File: src/rtl/mmio_uart_tx.sv
// mmio_uart_tx: memory-mapped UART transmitter with a small TX FIFO.
// CPU stores to DATA_ADDR queue bytes, which go out 8N1, LSB first, on txd.
// A load from STAT_ADDR returns {5'b0, overflow, full, busy} on rd_data.
// A store to STAT_ADDR clears the sticky overflow flag.
// Define MMIO_UART_TX_PARITY_EN to send 8E1 frames (even parity bit).
// Ports:
//   clk, rst          clock, synchronous active-high reset
//   address, wr_data  CPU data address and store data
//   we                store strobe (level; one push per rising edge)
//   rd_data, sel_o    status word and read-mux select (combinational)
//   txd               serial line, idle high
//   busy              FIFO non-empty or frame in flight
module mmio_uart_tx #(
    parameter int         CLK_FREQ   = 50_000_000,
    parameter int         BAUD       = 115200,
    parameter logic [7:0] DATA_ADDR  = 8'hFE,
    parameter logic [7:0] STAT_ADDR  = 8'hFD,
    parameter int         FIFO_DEPTH = 4
) (
    input  logic       clk,
    input  logic       rst,
    input  logic [7:0] address,
    input  logic [7:0] wr_data,
    input  logic       we,
    output logic [7:0] rd_data,
    output logic       sel_o,
    output logic       txd,
    output logic       busy
);

    localparam int BIT_DIV = CLK_FREQ / BAUD;
    localparam int CNT_W   = $clog2(BIT_DIV);
    localparam int PTR_W   = $clog2(FIFO_DEPTH);

    localparam logic [CNT_W-1:0] BIT_LAST = CNT_W'(BIT_DIV - 1);
    localparam logic [PTR_W:0]   FULL_CNT = (PTR_W + 1)'(FIFO_DEPTH);

    typedef enum logic [2:0] {
        IDLE   = 3'd0,
        START  = 3'd1,
        DATA   = 3'd2,
`ifdef MMIO_UART_TX_PARITY_EN
        PARITY = 3'd4,
`endif
        STOP   = 3'd3
    } state_t;

    state_t           state_q, state_n;
    logic [CNT_W-1:0] cnt_q, cnt_n;
    logic [2:0]       idx_q, idx_n;
    logic [7:0]       shift_q, shift_n;
    logic             txd_n;
`ifdef MMIO_UART_TX_PARITY_EN
    logic             par_q, par_n;
`endif

    logic [7:0]       mem [FIFO_DEPTH];
    logic [PTR_W-1:0] wr_ptr, rd_ptr;
    logic [PTR_W:0]   count_q;
    logic             overflow;
    logic             we_q;

    logic accept;
    logic hit_data;
    logic hit_stat;
    logic full;
    logic push;
    logic pop;
    logic bit_end;

    // One push per strobe: only the first cycle of a held we counts.
    assign accept   = we && !we_q;
    assign hit_data = accept && (address == DATA_ADDR);
    assign hit_stat = accept && (address == STAT_ADDR);

    // Full is judged on the pre-cycle count, so a same-cycle pop
    // does not make room for a push.
    assign full = (count_q == FULL_CNT);
    assign push = hit_data && !full;

    assign busy    = (state_q != IDLE) || (count_q != '0);
    assign sel_o   = (address == STAT_ADDR);
    assign rd_data = sel_o ? {5'b0, overflow, full, busy} : 8'h00;

    assign bit_end = (cnt_q == BIT_LAST);

    always_comb begin
        state_n = state_q;
        cnt_n   = cnt_q;
        idx_n   = idx_q;
        shift_n = shift_q;
        pop     = 1'b0;
`ifdef MMIO_UART_TX_PARITY_EN
        par_n   = par_q;
`endif
        unique case (state_q)
            IDLE: begin
                cnt_n = '0;
                // Pop uses the registered count: a byte pushed this
                // cycle into an empty FIFO leaves on the next one.
                if (count_q != '0) begin
                    pop     = 1'b1;
                    shift_n = mem[rd_ptr];
`ifdef MMIO_UART_TX_PARITY_EN
                    par_n   = ^mem[rd_ptr];
`endif
                    idx_n   = 3'd0;
                    state_n = START;
                end
            end
            START: begin
                if (bit_end) begin
                    cnt_n   = '0;
                    idx_n   = 3'd0;
                    state_n = DATA;
                end else begin
                    cnt_n = cnt_q + 1'b1;
                end
            end
            DATA: begin
                if (bit_end) begin
                    cnt_n   = '0;
                    shift_n = shift_q >> 1;
                    idx_n   = idx_q + 3'd1;
                    if (idx_q == 3'd7) begin
`ifdef MMIO_UART_TX_PARITY_EN
                        state_n = PARITY;
`else
                        state_n = STOP;
`endif
                    end
                end else begin
                    cnt_n = cnt_q + 1'b1;
                end
            end
`ifdef MMIO_UART_TX_PARITY_EN
            PARITY: begin
                if (bit_end) begin
                    cnt_n   = '0;
                    state_n = STOP;
                end else begin
                    cnt_n = cnt_q + 1'b1;
                end
            end
`endif
            STOP: begin
                if (bit_end) begin
                    cnt_n   = '0;
                    state_n = IDLE;
                end else begin
                    cnt_n = cnt_q + 1'b1;
                end
            end
            default: begin
                cnt_n   = '0;
                state_n = IDLE;
            end
        endcase
    end

    // txd is registered from the next state so the line never glitches.
    always_comb begin
        txd_n = 1'b1;
        unique case (state_n)
            START:   txd_n = 1'b0;
            DATA:    txd_n = shift_n[0];
`ifdef MMIO_UART_TX_PARITY_EN
            PARITY:  txd_n = par_n;
`endif
            default: txd_n = 1'b1;
        endcase
    end

    always_ff @(posedge clk) begin
        if (rst) begin
            state_q <= IDLE;
            cnt_q   <= '0;
            idx_q   <= 3'd0;
            shift_q <= 8'h00;
            txd     <= 1'b1;
`ifdef MMIO_UART_TX_PARITY_EN
            par_q   <= 1'b0;
`endif
        end else begin
            state_q <= state_n;
            cnt_q   <= cnt_n;
            idx_q   <= idx_n;
            shift_q <= shift_n;
            txd     <= txd_n;
`ifdef MMIO_UART_TX_PARITY_EN
            par_q   <= par_n;
`endif
        end
    end

    always_ff @(posedge clk) begin
        if (rst) begin
            wr_ptr   <= '0;
            rd_ptr   <= '0;
            count_q  <= '0;
            overflow <= 1'b0;
            we_q     <= 1'b0;
        end else begin
            we_q <= we;
            if (push) begin
                wr_ptr <= wr_ptr + 1'b1;
            end
            if (pop) begin
                rd_ptr <= rd_ptr + 1'b1;
            end
            if (push && !pop) begin
                count_q <= count_q + 1'b1;
            end else if (pop && !push) begin
                count_q <= count_q - 1'b1;
            end
            if (hit_data && full) begin
                overflow <= 1'b1;
            end else if (hit_stat) begin
                overflow <= 1'b0;
            end
        end
    end

    // Storage needs no reset: the pointers define what is valid.
    always_ff @(posedge clk) begin
        if (push) begin
            mem[wr_ptr] <= wr_data;
        end
    end

endmodule
File: config.mk
export PLATFORM = sky130hd
export DESIGN_NAME = mmio_uart_tx
export DESIGN_NICKNAME = d
export VERILOG_FILES = /design/src/rtl/mmio_uart_tx.sv
export SDC_FILE = /design/constraint.sdc
export NUM_CORES = 1
export LEC_CHECK = 0
export ABC_CLOCK_PERIOD_IN_PS = 4690
export CAP_MARGIN = 10
export CORE_UTILIZATION = 25
export CTS_BUF_LIST = sky130_fd_sc_hd__clkbuf_4 sky130_fd_sc_hd__clkbuf_8 sky130_fd_sc_hd__clkbuf_16
export CTS_CLUSTER_SIZE = 20
export DETAILED_ROUTE_END_ITERATION = 8
export SLEW_MARGIN = 0
export SYNTH_ARGS = -nofsm -noshare
export SYNTH_HDL_FRONTEND = slang
export SYNTH_SLANG_ARGS = --single-unit
File: constraint.sdc
create_clock -name clk -period 4.69 [get_ports clk]
set_clock_uncertainty 0.15 [all_clocks]
set_input_delay 0.938 -clock clk [delete_from_list [all_inputs] [get_ports clk]]
set_output_delay 0.938 -clock clk [all_outputs]
set_load 0.02 [all_outputs]
==> out/results.tsv, run 1 <==
metric	value	unit
status	completed	
max-slew violations	0	
WL met2	2592	µm
final core occ	32.13	%
synth top area cells	edfxtp_1, dfxtp_1, mux4_2	
Clk Latency, worst-skew pair	0.33	ns
Setup Buffers After CTS	0	
CP required	3.60	ns
Diodes inserted	0	
WHS	0.3109	ns
kind of critical path	in -> out	
CTS resizes	0	
max_cap viols	0	
grt ovf	0	
Post-Syn Area	0.002892	mm²
HP Class	reg -> reg	
met1 WL	2524	µm
number of port buffers	24	
Initial Utilization	26.21	%
largest net degree at the start of global routing	25	
Critical path origin	address[6]	
DR iter-0 viols	80	
Die Y	109.5	µm
#FFs+latches synth	67	
DP Worst Slack	0.5420	ns
CP arrival	3.07	ns
Synth area leader	edfxtp_1	
Slew @ Worst Pin	0.9787	ns
RSZ-0062 raised after global routing	no	
Clock Path Buffers	2	
leading cell type by number of instances after synthesis	dfxtp_1	
Remaining DRCs	0	
worst vdd ir	0.2917	mV
Netlist cell types	49	
post-synthesis sequential area ratio	57.46	%
Die Wd	109.5	µm
via count	1848	
vias in the first global route	1857	
DR top layer	met4	
standard-cell rows	38	
reg2reg setup slack	1.83	ns
share of the synthesized area in the top cell type	33.23	%
HP Start	cnt_q[0]$_SDFF_PP0_	
R2R depth	8	
Worst-path clk slew	0.05	ns
final setup vio count	0	
antenna violations before repair	0	
drt total wl	5360	µm
global-route wire length before repair	8901	µm
post-DR vias/cell	4.552	
CTS sink count	67	
post-synthesis average cell area	12.36	µm²
endpoint class of the critical path	output port	
commonest cells in the netlist	dfxtp_1, edfxtp_1, nor2_1	
DR pass1 iterations	4	
root buffer cell	clkbuf_16	
TritonCTS clock tree	yes	
Static Leak	1.155	nW
DR WL/cell	13.20	µm
H-tree depth	3	
Inserted Clock Buffers	9	
Post-DP HPWL	3645	µm
nature of the critical path startpoint	input port	
Hold Fails Final Rpt	0	
Mapped Cells	234	
total track usage	10.11	%
CTS Hold Bufs	0	
Final nets	290	
DR WL met3	218	µm
setup ws final	0.5361	ns
Post-synth EDFFs	32	
antenna viol nets, final	0	
async set-reset flop share out of synthesis	0	%
Peak Freq	0.2407	GHz
power per standard cell area	445.3	mW/mm²
end of the critical path	rd_data[2]	
I/O Pins	30	
full die area	0.01200	mm²
Crit Reg-Reg Endpoint	count_q[2]$_SDFFE_PP0P_	
Reg-to-Reg Start	count_q[0]$_SDFFE_PP0P_	
layout cells sized above 1	11.28	%
Final min period	4.154	ns
Syn-to-layout area delta	22.59	%
Final TNS setup	0	ns
worst relative slew slack	34.21	%
Power, Total	1.579	mW
main flop type after synthesis	dfxtp_1	
CORE AREA	0.01103	mm²
critical path peak fanout	3	
fin crit share	88.57	%
Synth warnings	0	
Final GP Congestion	0.7667	
-- cell usage in the layout (no fill, tap or decap), drive strengths merged, types with 6 or more instances in the layout --
| cell | count |
|---|---|
| nor2 | 18 |
| a22oi | 6 |
| o21ai | 6 |
| and2 | 6 |
| nand3 | 12 |
| nand2 | 8 |
| ha | 9 |
| mux4 | 8 |
| a21oi | 17 |
| nor3 | 6 |
| clkdlybuf4s50 | 24 |
| inv | 11 |
| dfxtp | 35 |
| edfxtp | 32 |
| clkbuf | 9 |
| conb | 6 |
-- area by class of cell --
cell class | count | area (µm²)
clock inverters | 7 | 75.07
clock buffers | 9 | 225.2
inverters | 9 | 36.28
well taps | 140 | 175.2
flip-flops and latches | 67 | 1662
multi-input cells | 150 | 1131
repair buffers | 24 | 240.2
fillers | 1109 | 7486
-- per-stage QoR --
stage	instance area (µm²)	std cells
finish	3545	406
CTS	3545	406
global route	3545	406
global placement	3244	390
floorplan	2910	239
detailed placement	3244	390
-- routing by layer --
metal  GRT usage (%)  vias up
li1                -      921
met1           12.50      892
met2           15.54       33
met3           4.446        2
met4           3.714        0
met5               0        -
-- flip-flops by register name (all words and copies together), names as in the netlist, named ones only --
signal	cells
cnt_q	9
count_q	3
idx_q	3
mem	32
overflow	1
rd_ptr	2
shift_q	8
state_q	3
txd	1
we_q	1
wr_ptr	2
-- critical path: stages --
cell             delay [ns]
clkdlybuf4s50_1        0.45
nand4_1                0.15
or4b_2                 0.68
inv_1                  0.11
and2_1                 0.13
clkdlybuf4s50_1        0.61
-- logic make-up (layout without fill, tap and decap cells) --
kind of cell / count (synthesis) / in the layout / synth area share (%)
and+or+nand+nor: 73 / 73 / 14.71
DFF: 67 / 67 / 57.46
AOI/OAI and AO/OA: 41 / 41 / 9.088
buffers and inverters: 22 / 49 / 4.067
adders and majority gates: 10 / 10 / 4.587
xor gates and xnor gates: 10 / 10 / 3.029
muxes: 10 / 10 / 6.923
other: 1 / 6 / 0.1297
-- power by group --
part           switching, mW  internal, mW  leakage [nW]
Clock                  0.253         0.414         0.140
Sequential            0.0379         0.652         0.571
Combinational          0.117         0.105         0.443
-- how the worst min path moves through the flow --
| stage | to | cells past startpoint |
|---|---|---|
| 6_report | cnt_q[0]$_SDFF_PP0_ | 1 |
| 5_1_grt | cnt_q[0]$_SDFF_PP0_ | 1 |
| 4_1_cts | cnt_q[0]$_SDFF_PP0_ | 1 |
| 3_5_place_dp | cnt_q[0]$_SDFF_PP0_ | 1 |
| 3_3_place_gp | cnt_q[0]$_SDFF_PP0_ | 1 |
| 2_1_floorplan | cnt_q[0]$_SDFF_PP0_ | 1 |
(Power assumes the default switching activity.)
==> run 2: changes to the inputs <==
--- a/config.mk
+++ b/config.mk
@@ -11,7 +11,7 @@
 export CTS_BUF_LIST = sky130_fd_sc_hd__clkbuf_4 sky130_fd_sc_hd__clkbuf_8 sky130_fd_sc_hd__clkbuf_16
 export CTS_CLUSTER_SIZE = 20
 export DETAILED_ROUTE_END_ITERATION = 8
-export SLEW_MARGIN = 0
+export SLEW_MARGIN = 20
 export SYNTH_ARGS = -nofsm -noshare
 export SYNTH_HDL_FRONTEND = slang
 export SYNTH_SLANG_ARGS = --single-unit
==> results of run 2 <==
No change in the layout: final DEF, timing and power equal those of run 1.
